==> src/rtl/sync_fifo.sv <==
// Single-clock byte FIFO with registered (non-show-ahead) read data.
// Status flags are registered from the next-occupancy value; overflow/underflow are sticky.
module sync_fifo #(
  parameter int WIDTH = 8,
  parameter int DEPTH = 4,
  parameter int AW    = 2
) (
  input  logic             clk,
  input  logic             reset,
  input  logic [WIDTH-1:0] data,
  input  logic             wrreq,
  input  logic             rdreq,
  output logic [WIDTH-1:0] q,
  output logic             empty,
  output logic             full,
  output logic [AW-1:0]    usedw,
  output logic             overflow,
  output logic             underflow
);

  logic [WIDTH-1:0] mem [DEPTH];
  logic [AW-1:0]    rd_ptr;
  logic [AW-1:0]    wr_ptr;
  logic [AW:0]      count;
  logic [AW:0]      count_nxt;
  logic             rd_ok;
  logic             wr_ok;

  // A write into a full FIFO is still taken when a read frees a slot the same cycle.
  always_comb begin
    rd_ok     = rdreq && !empty;
    wr_ok     = wrreq && (!full || rd_ok);
    count_nxt = count + {{AW{1'b0}}, wr_ok} - {{AW{1'b0}}, rd_ok};
  end

  always_ff @(posedge clk) begin
    if (wr_ok && reset) begin
      mem[wr_ptr] <= data;
    end
  end

  always_ff @(posedge clk) begin
    if (!reset) begin
      rd_ptr    <= '0;
      wr_ptr    <= '0;
      count     <= '0;
      q         <= '0;
      empty     <= 1'b1;
      full      <= 1'b0;
      usedw     <= '0;
      overflow  <= 1'b0;
      underflow <= 1'b0;
    end else begin
      if (wr_ok) begin
        wr_ptr <= wr_ptr + 1'b1;
      end
      if (rd_ok) begin
        q      <= mem[rd_ptr];
        rd_ptr <= rd_ptr + 1'b1;
      end
      if (wrreq && !wr_ok) begin
        overflow <= 1'b1;
      end
      if (rdreq && empty) begin
        underflow <= 1'b1;
      end
      count <= count_nxt;
      full  <= (count_nxt == (AW+1)'(DEPTH));
      empty <= (count_nxt == '0);
      usedw <= count_nxt[AW-1:0];
    end
  end

endmodule

==> config.mk <==
export PLATFORM = sky130hd
export DESIGN_NAME = sync_fifo
export DESIGN_NICKNAME = d
export VERILOG_FILES = /design/src/rtl/sync_fifo.sv
export SDC_FILE = /design/constraint.sdc
export NUM_CORES = 1
export LEC_CHECK = 0
export ABC_AREA = 1
export BUFFER_PORTS_ARGS = -buffer_cell sky130_fd_sc_hd__buf_2
export CAP_MARGIN = 40
export CORE_MARGIN = 4
export CORE_UTILIZATION = 45
export CTS_BUF_LIST = sky130_fd_sc_hd__clkbuf_4 sky130_fd_sc_hd__clkbuf_8
export DETAILED_ROUTE_END_ITERATION = 10
export GPL_TIMING_DRIVEN = 0
export SLEW_MARGIN = 20
export SYNTH_ARGS = -nofsm -noshare
export SYNTH_HDL_FRONTEND = slang
export SYNTH_SLANG_ARGS = --single-unit
==> constraint.sdc <==
create_clock -name clk -period 5.3 [get_ports clk]
set_input_delay 0 -clock clk [delete_from_list [all_inputs] [get_ports clk]]
set_output_delay 0 -clock clk [all_outputs]
set_load 0.03 [all_outputs]
# Yosys cells after proc, flatten, opt, wreduce, memory -nomap -nowiden
# Memory sizes are Yosys's and may differ from the RTL's. A register that Yosys moved wholly into a read port is not among the register bits.
# Index checks and enable logic that the tools add are counted.
# classes
n_addsub	4
eq_ne	1
mux	2
n_reduce_logical	11
# ops
operator	count
1-bit logical AND	5
2-bit by 1-bit adder with 2-bit output (second input constant)	2
1-bit logical NOT	4
3-bit by 1-bit adder with 3-bit output	1
3-bit equality test (second input constant)	1
3-bit logical NOT	1
3-bit by 1-bit subtractor with 3-bit output	1
1-bit 2-to-1 mux	2
1-bit logical OR	1
# totals
regBits	13
ram_bits	32
input_bits	12
word_cells	27
n_memories	1
# memory_table
memory	words	word_bits	read_ports	rd_clocked_by_memory_dff	write_ports	line	source
mem	4	8	1	1	1	21	logic [WIDTH-1:0] mem [DEPTH];

# Depth between registers and ports, before layout
# Gate-level depths: netlist of the first run.
# depth
ltp_word	7
mapped_depth	14
mapped_depth_nobuf	14

# Worst setup path before layout of the first run
# No wires, ideal clock.
# synth_timing
path_kind	register to register
startpoint	register empty
endpoint	register empty
setup_time_ns	0.058
arrival_time_ns	2.161
slack_ns	3.080
path_stages_with_launch	14
synth_period_minus_slack_ns	2.220
path_cell_list	dfxtp_1 inv_2 nand2_4 inv_4 buf_6 ha_1 inv_1 ha_1 inv_1 fa_1 inv_1 nor2_1 nand3_1 nand2_1
# synth_between
elab_chain_cells	7
# synth_lines
item	line	source
start, declared	14	output logic empty,
start signal, assigned	69	empty <= (count_nxt == '0);
1-bit logical NOT *	31	rd_ok = rdreq && !empty;
1-bit logical AND *	31	
named net rd_ok	26	logic rd_ok;
1-bit logical OR	32	wr_ok = wrreq && (!full || rd_ok);
1-bit logical AND	32	
3-bit by 1-bit adder with 3-bit output	33	count_nxt = count + {{AW{1'b0}}, wr_ok} - {{AW{1'b0}}, rd_ok};
3-bit by 1-bit subtractor with 3-bit output *	33	
3-bit logical NOT *	69	
# Mark *: on every way through the listed nets, which the timed path passes. The rest lies on a longest branch.
# A chain may end at the register's enable or synchronous reset.

# Worst setup path in the final report of the first run
# layout_timing
startpoint	register empty
endpoint	register full
# layout_between
elab_chain_cells	7
# layout_lines
item	line	source
1-bit logical NOT *	31	
1-bit logical AND *	31	
named net rd_ok	26	
1-bit logical OR	32	
1-bit logical AND	32	
3-bit by 1-bit adder with 3-bit output	33	
3-bit by 1-bit subtractor with 3-bit output *	33	
3-bit equality test *	68	full <= (count_nxt == (AW+1)'(DEPTH));
end signal, assigned	68	
end, declared	15	output logic full,
# Marked as above.

==> results of run 1 <==
cells by family after synthesis:
kind of cell               Yosys count
AOI/OAI and AO/OA                   20
and+or+nand+nor                     93
DFF                                 51
buffers and inverters               31
adders and majority gates            7
placed cells by master, fill, tap and decap left out, types with 2 or more instances in the layout:
master and instances:
sky130_fd_sc_hd__nand2_1 39, sky130_fd_sc_hd__edfxtp_1 32, sky130_fd_sc_hd__buf_4 6, sky130_fd_sc_hd__inv_2 2
sky130_fd_sc_hd__clkbuf_4 2, sky130_fd_sc_hd__inv_1 19, sky130_fd_sc_hd__buf_2 26, sky130_fd_sc_hd__a21oi_1 3
sky130_fd_sc_hd__dlygate4sd3_1 10, sky130_fd_sc_hd__nand3_1 13, sky130_fd_sc_hd__nor2_1 13, sky130_fd_sc_hd__nand3_2 10
sky130_fd_sc_hd__clkbuf_8 5, sky130_fd_sc_hd__ha_1 6, sky130_fd_sc_hd__o21ai_0 8, sky130_fd_sc_hd__nand2_2 17
sky130_fd_sc_hd__buf_6 3, sky130_fd_sc_hd__a21oi_2 8, sky130_fd_sc_hd__dfxtp_1 19
worst max path at each step:
stage,from,end,slack [ps],cells past startpoint
after floorplan,empty,empty,3080,13
after global placement,empty,full,3130,13
after detailed placement,empty,full,3110,13
after CTS,empty,full,3090,13
after global routing,empty,full,2940,13
final,empty,full,3100,13
final cells by class:
type                            count  area, sq um  share of cell area, %
Sequential cell                    51         1340                   50.0
Buffer                              8         81.3                   3.03
Clock inverter                      1         30.0                   1.12
Clock buffer                        7         83.8                   3.13
Inverter                           23         96.3                   3.59
Multi-Input combinational cell    120          717                   26.7
Tap cell                           67         83.8                   3.13
Timing Repair Buffer               38          248                   9.24
flip-flops by register name, indices dropped and copies added, names as in the netlist:
register and count:
wr_ptr 2, q 8, mem 32, empty 1, full 1, usedw 1
underflow 1, count 2, overflow 1, rd_ptr 2
power by group:
group / internal [mW] / leakage (nW) / total [mW] / switching (mW)
sequential: 0.476 / 0.447 / 0.507 / 0.0305
clock: 0.152 / 0.0593 / 0.273 / 0.122
combinational: 0.139 / 0.620 / 0.386 / 0.247
routing by layer:
metal	vias to the layer above	global-route usage, %	share of wire [%]
met5	-	0	0
met4	0	5.94	2.3
met3	9	3.67	3.5
met2	26	25.7	51
met1	645	17.2	43
li1	751	-	-
tightest hold or removal path: stages:
cell,delay (ps)
sky130_fd_sc_hd__buf_2,150
sky130_fd_sc_hd__o21ai_0,100
sky130_fd_sc_hd__a21oi_2,30
what timing repair did:
| action | CTS | global route |
|---|---|---|
| hold buffers | 10 | 0 |
| hold endpoints to repair | 34 | 0 |
| setup endpoints to repair | 0 | 0 |
| gates resized for setup | 0 | 0 |
through the flow:
stage / power, mW / instances / utilization (%) / setup slack (ps)
global placement: 0.896 / 294 / 51.4 / 3130
detailed placement: 0.902 / 296 / 51.7 / 3110
floorplan: 0.808 / 202 / - / 3080
CTS: 1.18 / 314 / 56.2 / 3090
finish: 1.17 / 315 / 56.4 / 3100
global route: 1.24 / 315 / 56.4 / 2940
==> flow_metrics.py, run 1 <==
metrics = {
    "synthesis": {
        "synth_simple_gate_area_share_pct": 21.4,
        "synthArstFlopShare_pct": 0,
        "netlist.top_cell.by_area": "sky130_fd_sc_hd__edfxtp_1",
        "synth.distinct_cells": 22,
        "post_synthesis_net_count": 221,
        "ys_dominant_reg_cell": "sky130_fd_sc_hd__edfxtp_1",
        "synth_sequential_area_ratio_pct": 60.0,
        "mapped_cell_area_sq_um": 2240,
        "flop_and_latch_count_out_of_synthesis": 51,
        "edff_count_synth": 32,
        "combinational_family_with_the_most_area_after_synthesis": "simple AND/OR/NAND/NOR gates",
        "post_synth_fa_ha_maj_area_fraction_pct": 4.25,
        "synth.avg_cell_area_sq_um": 11.1,
        "synth.top_cells.by_area": "sky130_fd_sc_hd__edfxtp_1 43%, sky130_fd_sc_hd__dfxtp_1 17%, sky130_fd_sc_hd__nand2_1 6.5%",
        "synth_cells": 202,
        "synth_top_cells_by_count": "39 x sky130_fd_sc_hd__nand2_1, 32 x sky130_fd_sc_hd__edfxtp_1, 19 x sky130_fd_sc_hd__dfxtp_1, 19 x sky130_fd_sc_hd__inv_1, 17 x sky130_fd_sc_hd__nand2_2",
        "synth_compound_area_share_pct": 6.44,
        "synthMostInstantiatedCell": "sky130_fd_sc_hd__nand2_1",
        "synth_warnings": 0,
        "synth_xor_xnor_area_share_pct": 0,
        "synthDominantCellAreaShare_pct": 43.0,
        "multiplexer_fraction_of_the_synthesized_cell_area_pct": 0,
    },
    "routing": {
        "detail_route.wl_per_cell_microns": 13.2,
        "detailedRoute.firstPassIterationCount": 4,
        "vias_per_instance": 4.54,
        "vias": 1431,
        "postRouteWirelength_mm": 4.16,
        "drc": 0,
        "drt_iter0_markers": 55,
        "ant_nets": 0,
    },
    "sta": {
        "worst_clock_skew_ps": 9.88,
        "final.hold.worst_slack_ps": 25.3,
        "totalNegativeSetupSlack_ps": 0,
        "tmin_final_ps": 2200,
        "worst_max_slew_margin_expressed_relative_to_the_limit_pct": 47.4,
        "final-hold-violation-count": 0,
        "rsz0062_at_grt": "false",
        "finalMaxSlewViolations": 0,
        "final_period_util_pct": 41.6,
        "finalSetupViolCount": 0,
        "max_freq_ghz": 0.454,
        "tightest_slew_ps": 786,
    },
    "global_routing": {
        "global_route.overflow_total": 0,
        "number_of_global_route_vias_before_repair": 1421,
        "grt_use_total_pct": 14.7,
        "initial_antenna_violation_count": 0,
        "grt_first_pass_wirelength_mm": 6.85,
        "grt_max_degree": 16,
    },
    "worst_setup_path": {
        "crit_top_cell": "sky130_fd_sc_hd__inv_1",
        "endpoint_kind": "flip-flop",
        "r2r-start": "empty",
        "worst-endpoint-required_ps": 5540,
        "worstReg2RegEnd": "full",
        "worst-path-max-fanout": 10,
        "critPathSlowestCell": "sky130_fd_sc_hd__fa_1",
        "cp.buffers_inverters": 7,
        "reg2reg_depth": 13,
        "crit_path_max_incr_delay_ps": 520,
        "regToRegSetupSlack_ps": 3100,
        "critical-path-top-delay-family": "adder cells",
        "critical_path.cell_chain": "inv_2 > nand2_4 > inv_4 > buf_6 > ha_1 > inv_1 > ha_1 > inv_1 > fa_1 > inv_1 > nor2_1 > inv_1 > nor2_1",
        "critPathArrivalTime_ps": 2440,
        "worstSetupPathType": "flip-flop to flip-flop",
        "timing.critical_path.from_type": "flip-flop",
    },
    "clocking": {
        "cts.root.buffer_cell": "sky130_fd_sc_hd__clkbuf_8",
        "tritoncts": "yes",
        "tritoncts.num_buffers": 5,
        "cts.htree.levels": 2,
        "cts.repair_timing.setup_buffer_count": 0,
        "insertion_delay_ps": 300,
        "cts.sink_count": 51,
        "clock_slew_at_reported_path_ffs_ps": 90,
        "clockBufferDepth": 2,
    },
    "die": {
        "core_area_sq_um": 4750,
        "count_of_boundary_i_o_pins": 26,
        "die_height_microns": 78.5,
        "die_area_sq_um": 6160,
        "start_util_pct": 47.0,
        "fp.dieW_microns": 78.5,
        "num_rows": 25,
    },
    "placed_design": {
        "placement.io_buffers": 25,
        "hpwl_mm": 2.82,
        "gpl_congestion": 0.683,
        "placed_cell_area_sq_um": 2460,
    },
    "worst_hold_path": {
        "min_from": "reset",
        "min_path_cells": 3,
        "holdCritPathClass": "input port to flip-flop",
        "hold_end": "q[5]",
    },
    "layout": {
        "layout.cell_area.non_filler_sq_um": 2680,
        "antenna-diode-count": 0,
        "drive_above_1_share_pct": 34.3,
        "fin_nets": 266,
        "n_fill_cell": 427,
        "syn_to_final_growth_pct": 19.9,
    },
    "run_status": {
        "status": "complete, no violations",
    },
    "pwr": {
        "power.density_cell_area_nw_per_um2": 435,
        "static-leakage-power_nw": 1.13,
        "worst_vdd_drop_uv": 199,
    },
    "job": {
        "drv.max_cap_violation_count": 0,
    },
}
Power figures use the tool's default switching activity.
==> run 2, diff against run 1 <==
==> constraint.sdc (replaced) <==
create_clock -name clk -period 2.2 [get_ports clk]
set_input_delay 0 -clock clk [delete_from_list [all_inputs] [get_ports clk]]
set_output_delay 0 -clock clk [all_outputs]
set_load 0.03 [all_outputs]
==> run 2 against run 1 <==
- via count is 0.14% lower
- combinational power grew to 2.5 times the previous value
- first-iteration DRC count is 47% higher
- clock skew is 0.93 ps lower
- critical path depth stayed put
- global-route usage is 0.57 points lower
- hold slack worse by 13 ps
- non-clock buffer count is 1 higher
- sequential share of layout area hardly changed
- cell count is 0.32% higher
- critical endpoint unchanged
- largest power group unchanged
- highest routed layer unchanged
==> flow_metrics.py, run 2 (same netlist as run 1, synthesis figures left out) <==
metrics = {
    "routing": {
        "postRouteWirelength_mm": 4.05,
        "drc": 0,
        "detail_route.wl_per_cell_microns": 12.8,
        "ant_nets": 0,
        "detailedRoute.firstPassIterationCount": 4,
        "drt_iter0_markers": 81,
        "vias": 1429,
        "vias_per_instance": 4.52,
    },
    "placed_design": {
        "placement.setup.worst_slack_ps": 13.2,
        "gpl_congestion": 0.702,
        "hpwl_mm": 2.78,
        "placement.io_buffers": 25,
    },
    "run_status": {
        "status": "complete, no violations",
    },
    "layout": {
        "fin_nets": 267,
        "n_fill_cell": 426,
        "antenna-diode-count": 0,
        "final-seq-area_sq_um": 1340,
        "layout_commonest_cell": "sky130_fd_sc_hd__nand2_1",
        "biggestRegsByFlops": "mem: 32 flops, q: 8 flops",
        "drive_above_1_share_pct": 36.5,
        "final_cell_mix": "39 x sky130_fd_sc_hd__nand2_1, 32 x sky130_fd_sc_hd__edfxtp_1, 26 x sky130_fd_sc_hd__buf_2",
        "syn_to_final_growth_pct": 19.9,
        "multi_input_comb_area_sq_um": 734,
        "utilization_pct": 56.4,
        "largest_register_ff_count": 32,
        "largest_register": "mem",
    },
    "worst_setup_path": {
        "timing.critical_path.from_type": "flip-flop",
        "endpoint_kind": "flip-flop",
        "worst-path-max-fanout": 4,
        "crit_top_cell": "sky130_fd_sc_hd__inv_1",
        "crit_path_max_incr_delay_ps": 510,
        "critPathArrivalTime_ps": 2280,
        "critPathSlowestCell": "sky130_fd_sc_hd__fa_1",
        "critical_path.cell_chain": "inv_2 > nand2_4 > a21boi_4 > inv_2 > ha_4 > inv_1 > ha_2 > inv_1 > fa_1 > inv_1 > nor2_2 > inv_1 > nor2_1",
        "worst-endpoint-required_ps": 2440,
        "worstSetupPathType": "flip-flop to flip-flop",
    },
    "die": {
        "start_util_pct": 47.0,
        "die_area_sq_um": 6160,
        "num_rows": 25,
        "fp.dieW_microns": 78.5,
        "die_height_microns": 78.5,
        "core_area_sq_um": 4750,
        "count_of_boundary_i_o_pins": 26,
    },
    "sta": {
        "worst_setup_slack_final_ps": 152,
        "tightest_slew_ps": 807,
        "max_freq_ghz": 0.488,
        "final_period_util_pct": 93.1,
        "final-hold-violation-count": 0,
        "totalNegativeSetupSlack_ps": 0,
        "finalMaxSlewViolations": 0,
        "worst_clock_skew_ps": 8.95,
        "tmin_final_ps": 2050,
        "rsz0062_at_grt": "false",
        "finalSetupViolCount": 0,
        "worst_max_slew_margin_expressed_relative_to_the_limit_pct": 46.0,
    },
    "pwr": {
        "combinationalPowerShare_pct": 35.7,
        "net-switching-power_mw": 0.978,
        "power.density_cell_area_nw_per_um2": 1010,
        "swShare_pct": 35.9,
        "share_clk_of_total_power_pct": 19.3,
        "share_seq_of_total_power_pct": 45.0,
        "static-leakage-power_nw": 1.11,
        "worst_vdd_drop_uv": 528,
        "p_int_mw": 1.74,
    },
    "clocking": {
        "clock_slew_at_reported_path_ffs_ps": 90,
        "insertion_delay_ps": 290,
        "cts.root.buffer_cell": "sky130_fd_sc_hd__clkbuf_8",
        "cts.htree.levels": 2,
        "tritoncts.num_buffers": 5,
        "tritoncts": "yes",
        "cts.sink_count": 51,
        "clockBufferDepth": 2,
    },
    "global_routing": {
        "number_of_global_route_vias_before_repair": 1372,
        "grt_max_degree": 16,
        "initial_antenna_violation_count": 0,
        "grt_first_pass_wirelength_mm": 6.71,
        "global_route.overflow_total": 0,
        "grt_use_total_pct": 14.1,
    },
    "job": {
        "drv.max_cap_violation_count": 0,
    },
    "worst_hold_path": {
        "holdCritPathClass": "input port to flip-flop",
    },
}
## run 2: final timing paths
path,slack (ps),start,end,cells after the start
worst min register to register,460,overflow,overflow,2
worst min-delay path,10,reset,q[5],3
worst max-delay path,150,empty,full,13
worst max register to register,150,empty,full,13
## run 2: timing repair
item	CTS	global route
setup endpoints to repair	2	3
endpoints found under the hold margin	34	0
resized for setup	1	5
hold buffers	10	0
gates cloned	0	0
setup buffers	0	3
pin swaps	0	6
## run 2: per-stage QoR
stage               std cells  total power [mW]  hold WS [ps]  cell area, sq um
CTS                       312              2.72          7.36              2640
detailed placement        294              2.18           217              2450
global placement          294              2.16           217              2450
finish                    316              2.72          12.2              2680
global route              316              2.91          6.85              2680
floorplan                 202              1.95          98.9              2240
## run 2: power groups by stage
| stage | Combinational [mW] | Clock [mW] | Sequential, mW |
|---|---|---|---|
| after global routing | 1.08 | 0.585 | 1.25 |
| after global placement | 0.913 | 0 | 1.25 |
| after floorplan | 0.595 | 0 | 1.35 |
| final | 0.970 | 0.525 | 1.23 |
| after detailed placement | 0.928 | 0 | 1.25 |
| after CTS | 0.948 | 0.544 | 1.23 |
## run 2: per-layer routing
metal / GRT usage, % / up-vias / part of all wire (%)
met4: 2.10 / 0 / 0.30
met5: 0 / - / 0
met3: 3.78 / 2 / 4.3
li1: - / 751 / -
met2: 23.9 / 30 / 51
met1: 18.6 / 646 / 44
## run 2: worst max-delay path: cells and delay by family, from the launching register on
kind                       cells  cell delay [ps]
buffers and inverters          6              350
adders and majority gates      3              870
and+or+nand+nor                3              280
AOI/OAI and AO/OA              1              170
DFF                            1              340
## run 2: cell type report
cell class / instances / area share [%]
flip-flops and latches: 51 / 50.1
well taps: 67 / 3.13
multi-input cells: 120 / 27.4
plain buffers: 7 / 2.61
repair buffers: 40 / 9.80
clock buffers: 6 / 2.85
inverters: 23 / 3.69
clock inverters: 2 / 0.467
==> run 3, diff against run 2 <==
--- a/config.mk
+++ b/config.mk
@@ -13,6 +13,7 @@
 export CTS_BUF_LIST = sky130_fd_sc_hd__clkbuf_4 sky130_fd_sc_hd__clkbuf_8
 export DETAILED_ROUTE_END_ITERATION = 10
 export GPL_TIMING_DRIVEN = 0
+export RECOVER_POWER = 50
 export SLEW_MARGIN = 20
 export SYNTH_ARGS = -nofsm -noshare
 export SYNTH_HDL_FRONTEND = slang
==> run 3 against run 2 <==
- critical path depth unchanged
- hold slack improved by 0.51 ps
- global-route usage unchanged
- combinational power decreased by 2.1%
- sequential power about the same
- non-clock buffer count unchanged
- count of clock-buffer cells in the layout unchanged
- core utilization decreased by 0.58 points
- sequential share of layout area increased by 0.47 points
- largest power group unchanged
==> flow_metrics.py, run 3 (same netlist as run 1, synthesis figures left out) <==
metrics = {
    "placed_design": {
        "gpl_congestion": 0.702,
        "placed_cell_area_sq_um": 2450,
        "place_inst": 294,
        "hpwl_mm": 2.78,
        "placement.io_buffers": 25,
        "placement.setup.worst_slack_ps": 13.2,
    },
    "global_routing": {
        "initial_antenna_violation_count": 0,
        "grt_max_degree": 16,
        "grt_use_total_pct": 14.1,
        "grt_first_pass_wirelength_mm": 6.71,
        "global_route.overflow_total": 0,
        "number_of_global_route_vias_before_repair": 1372,
    },
    "worst_setup_path": {
        "worst-path-max-fanout": 4,
        "worstSetupPathType": "flip-flop to flip-flop",
        "cp.buffers_inverters": 6,
        "endpoint_kind": "flip-flop",
        "critical_path.cell_chain": "inv_2 > nand2_4 > a21boi_4 > inv_2 > ha_4 > inv_1 > ha_2 > inv_1 > fa_1 > inv_1 > nor2_2 > inv_1 > nor2_1",
        "critPathArrivalTime_ps": 2290,
        "crit_top_cell": "sky130_fd_sc_hd__inv_1",
        "crit_path_max_incr_delay_ps": 510,
        "critPathSlowestCell": "sky130_fd_sc_hd__fa_1",
        "critical-path-top-delay-family": "adder cells",
        "worst-endpoint-required_ps": 2440,
        "regToRegSetupSlack_ps": 140,
        "timing.critical_path.from_type": "flip-flop",
    },
    "sta": {
        "final.hold.worst_slack_ps": 12.7,
        "final_period_util_pct": 93.4,
        "worst_setup_slack_final_ps": 144,
        "tmin_final_ps": 2060,
        "max_freq_ghz": 0.486,
        "final-hold-violation-count": 0,
        "finalMaxSlewViolations": 0,
        "worst_max_slew_margin_expressed_relative_to_the_limit_pct": 46.3,
        "tightest_slew_ps": 802,
        "worst_clock_skew_ps": 9.77,
        "finalSetupViolCount": 0,
    },
    "layout": {
        "n_fill_cell": 435,
        "final_cell_count_no_fill": 316,
        "largest_register_ff_count": 32,
        "largest_register": "mem",
        "syn_to_final_growth_pct": 18.7,
        "fin_nets": 267,
        "final_cell_mix": "39 x sky130_fd_sc_hd__nand2_1, 32 x sky130_fd_sc_hd__edfxtp_1, 21 x sky130_fd_sc_hd__clkbuf_1",
        "biggestRegsByFlops": "mem: 32 flops, q: 8 flops",
        "drive_above_1_share_pct": 27.7,
        "antenna-diode-count": 0,
        "layout_commonest_cell": "sky130_fd_sc_hd__nand2_1",
        "layout.cell_area.non_filler_sq_um": 2650,
    },
    "die": {
        "die_height_microns": 78.5,
        "num_rows": 25,
        "fp.dieW_microns": 78.5,
        "die_area_sq_um": 6160,
        "count_of_boundary_i_o_pins": 26,
        "start_util_pct": 47.0,
        "core_area_sq_um": 4750,
    },
    "run_status": {
        "status": "complete, no violations",
    },
    "clocking": {
        "cts.htree.levels": 2,
        "insertion_delay_ps": 300,
        "cts.sink_count": 51,
        "tritoncts": "yes",
        "tritoncts.num_buffers": 5,
        "cts.root.buffer_cell": "sky130_fd_sc_hd__clkbuf_8",
        "clock_slew_at_reported_path_ffs_ps": 90,
        "clockBufferDepth": 2,
    },
    "job": {
        "drv.max_cap_violation_count": 0,
    },
    "pwr": {
        "worst_vdd_drop_uv": 527,
        "power.density_cell_area_nw_per_um2": 1020,
        "static-leakage-power_nw": 1.04,
        "p_total_mw": 2.70,
    },
    "routing": {
        "postRouteWirelength_mm": 4.05,
        "vias_per_instance": 4.53,
        "detailedRoute.firstPassIterationCount": 4,
        "detail_route.wl_per_cell_microns": 12.8,
        "vias": 1432,
        "ant_nets": 0,
        "drt_iter0_markers": 79,
        "drc": 0,
    },
    "worst_hold_path": {
        "holdCritPathClass": "input port to flip-flop",
    },
}
-- run 3: changes by cell type in the layout (fill, tap and decap cells not counted) --
cell,change
sky130_fd_sc_hd__clkbuf_1,+21
sky130_fd_sc_hd__buf_2,-21
sky130_fd_sc_hd__dfxtp_1,+1
sky130_fd_sc_hd__dfxtp_2,-1
-- run 3: stage by stage --
stage | utilization [%] | setup TNS, ps
5_1_grt | 55.8 | -14.5
3_5_place_dp | 51.4 | 0
2_1_floorplan | - | 0
4_1_cts | 55.5 | 0
3_3_place_gp | 51.4 | 0
6_report | 55.8 | 0
-- run 3: worst min-delay path, cell delays in order --
cell	delay (ps)
sky130_fd_sc_hd__buf_2	130
sky130_fd_sc_hd__o21ai_0	100
sky130_fd_sc_hd__a21oi_2	40
-- run 3: where the power goes --
| part | switching (mW) | total [mW] | internal (mW) |
|---|---|---|---|
| Clock | 0.291 | 0.526 | 0.235 |
| Combinational | 0.613 | 0.950 | 0.337 |
| Sequential | 0.0785 | 1.23 | 1.15 |
-- run 3: layout make-up --
class / instances / area, sq um / share of cell area (%)
inverter: 23 / 98.8 / 3.72
sequential: 51 / 1340 / 50.5
clock inverter: 2 / 12.5 / 0.471
timing repair buffer: 40 / 236 / 8.91
tap: 67 / 83.8 / 3.16
buffer: 7 / 70.1 / 2.64
clock buffer: 6 / 76.3 / 2.88
multi-input combinational: 120 / 734 / 27.7
-- run 3: worst paths after layout --
path / end / depth (start not counted) / startpoint
max: full / 13 / empty
min: q[5] / 3 / reset
max reg2reg: full / 13 / empty
min reg2reg: overflow / 2 / overflow
-- run 3: per-layer routing --
layer	GRT usage (%)	part of all wire, %	vias to the layer above
met5	0	0	-
met4	2.10	0.30	0
met3	3.78	4.4	2
met2	23.9	51	31
met1	18.6	45	647
li1	-	-	752
-- run 3: what timing repair did --
item	4_1_cts	5_1_grt
resized for setup	1	5
endpoints found under the hold margin	34	0
pin swaps	0	6
hold buffers	10	0
endpoints found under the setup margin	2	3
setup buffers	0	3
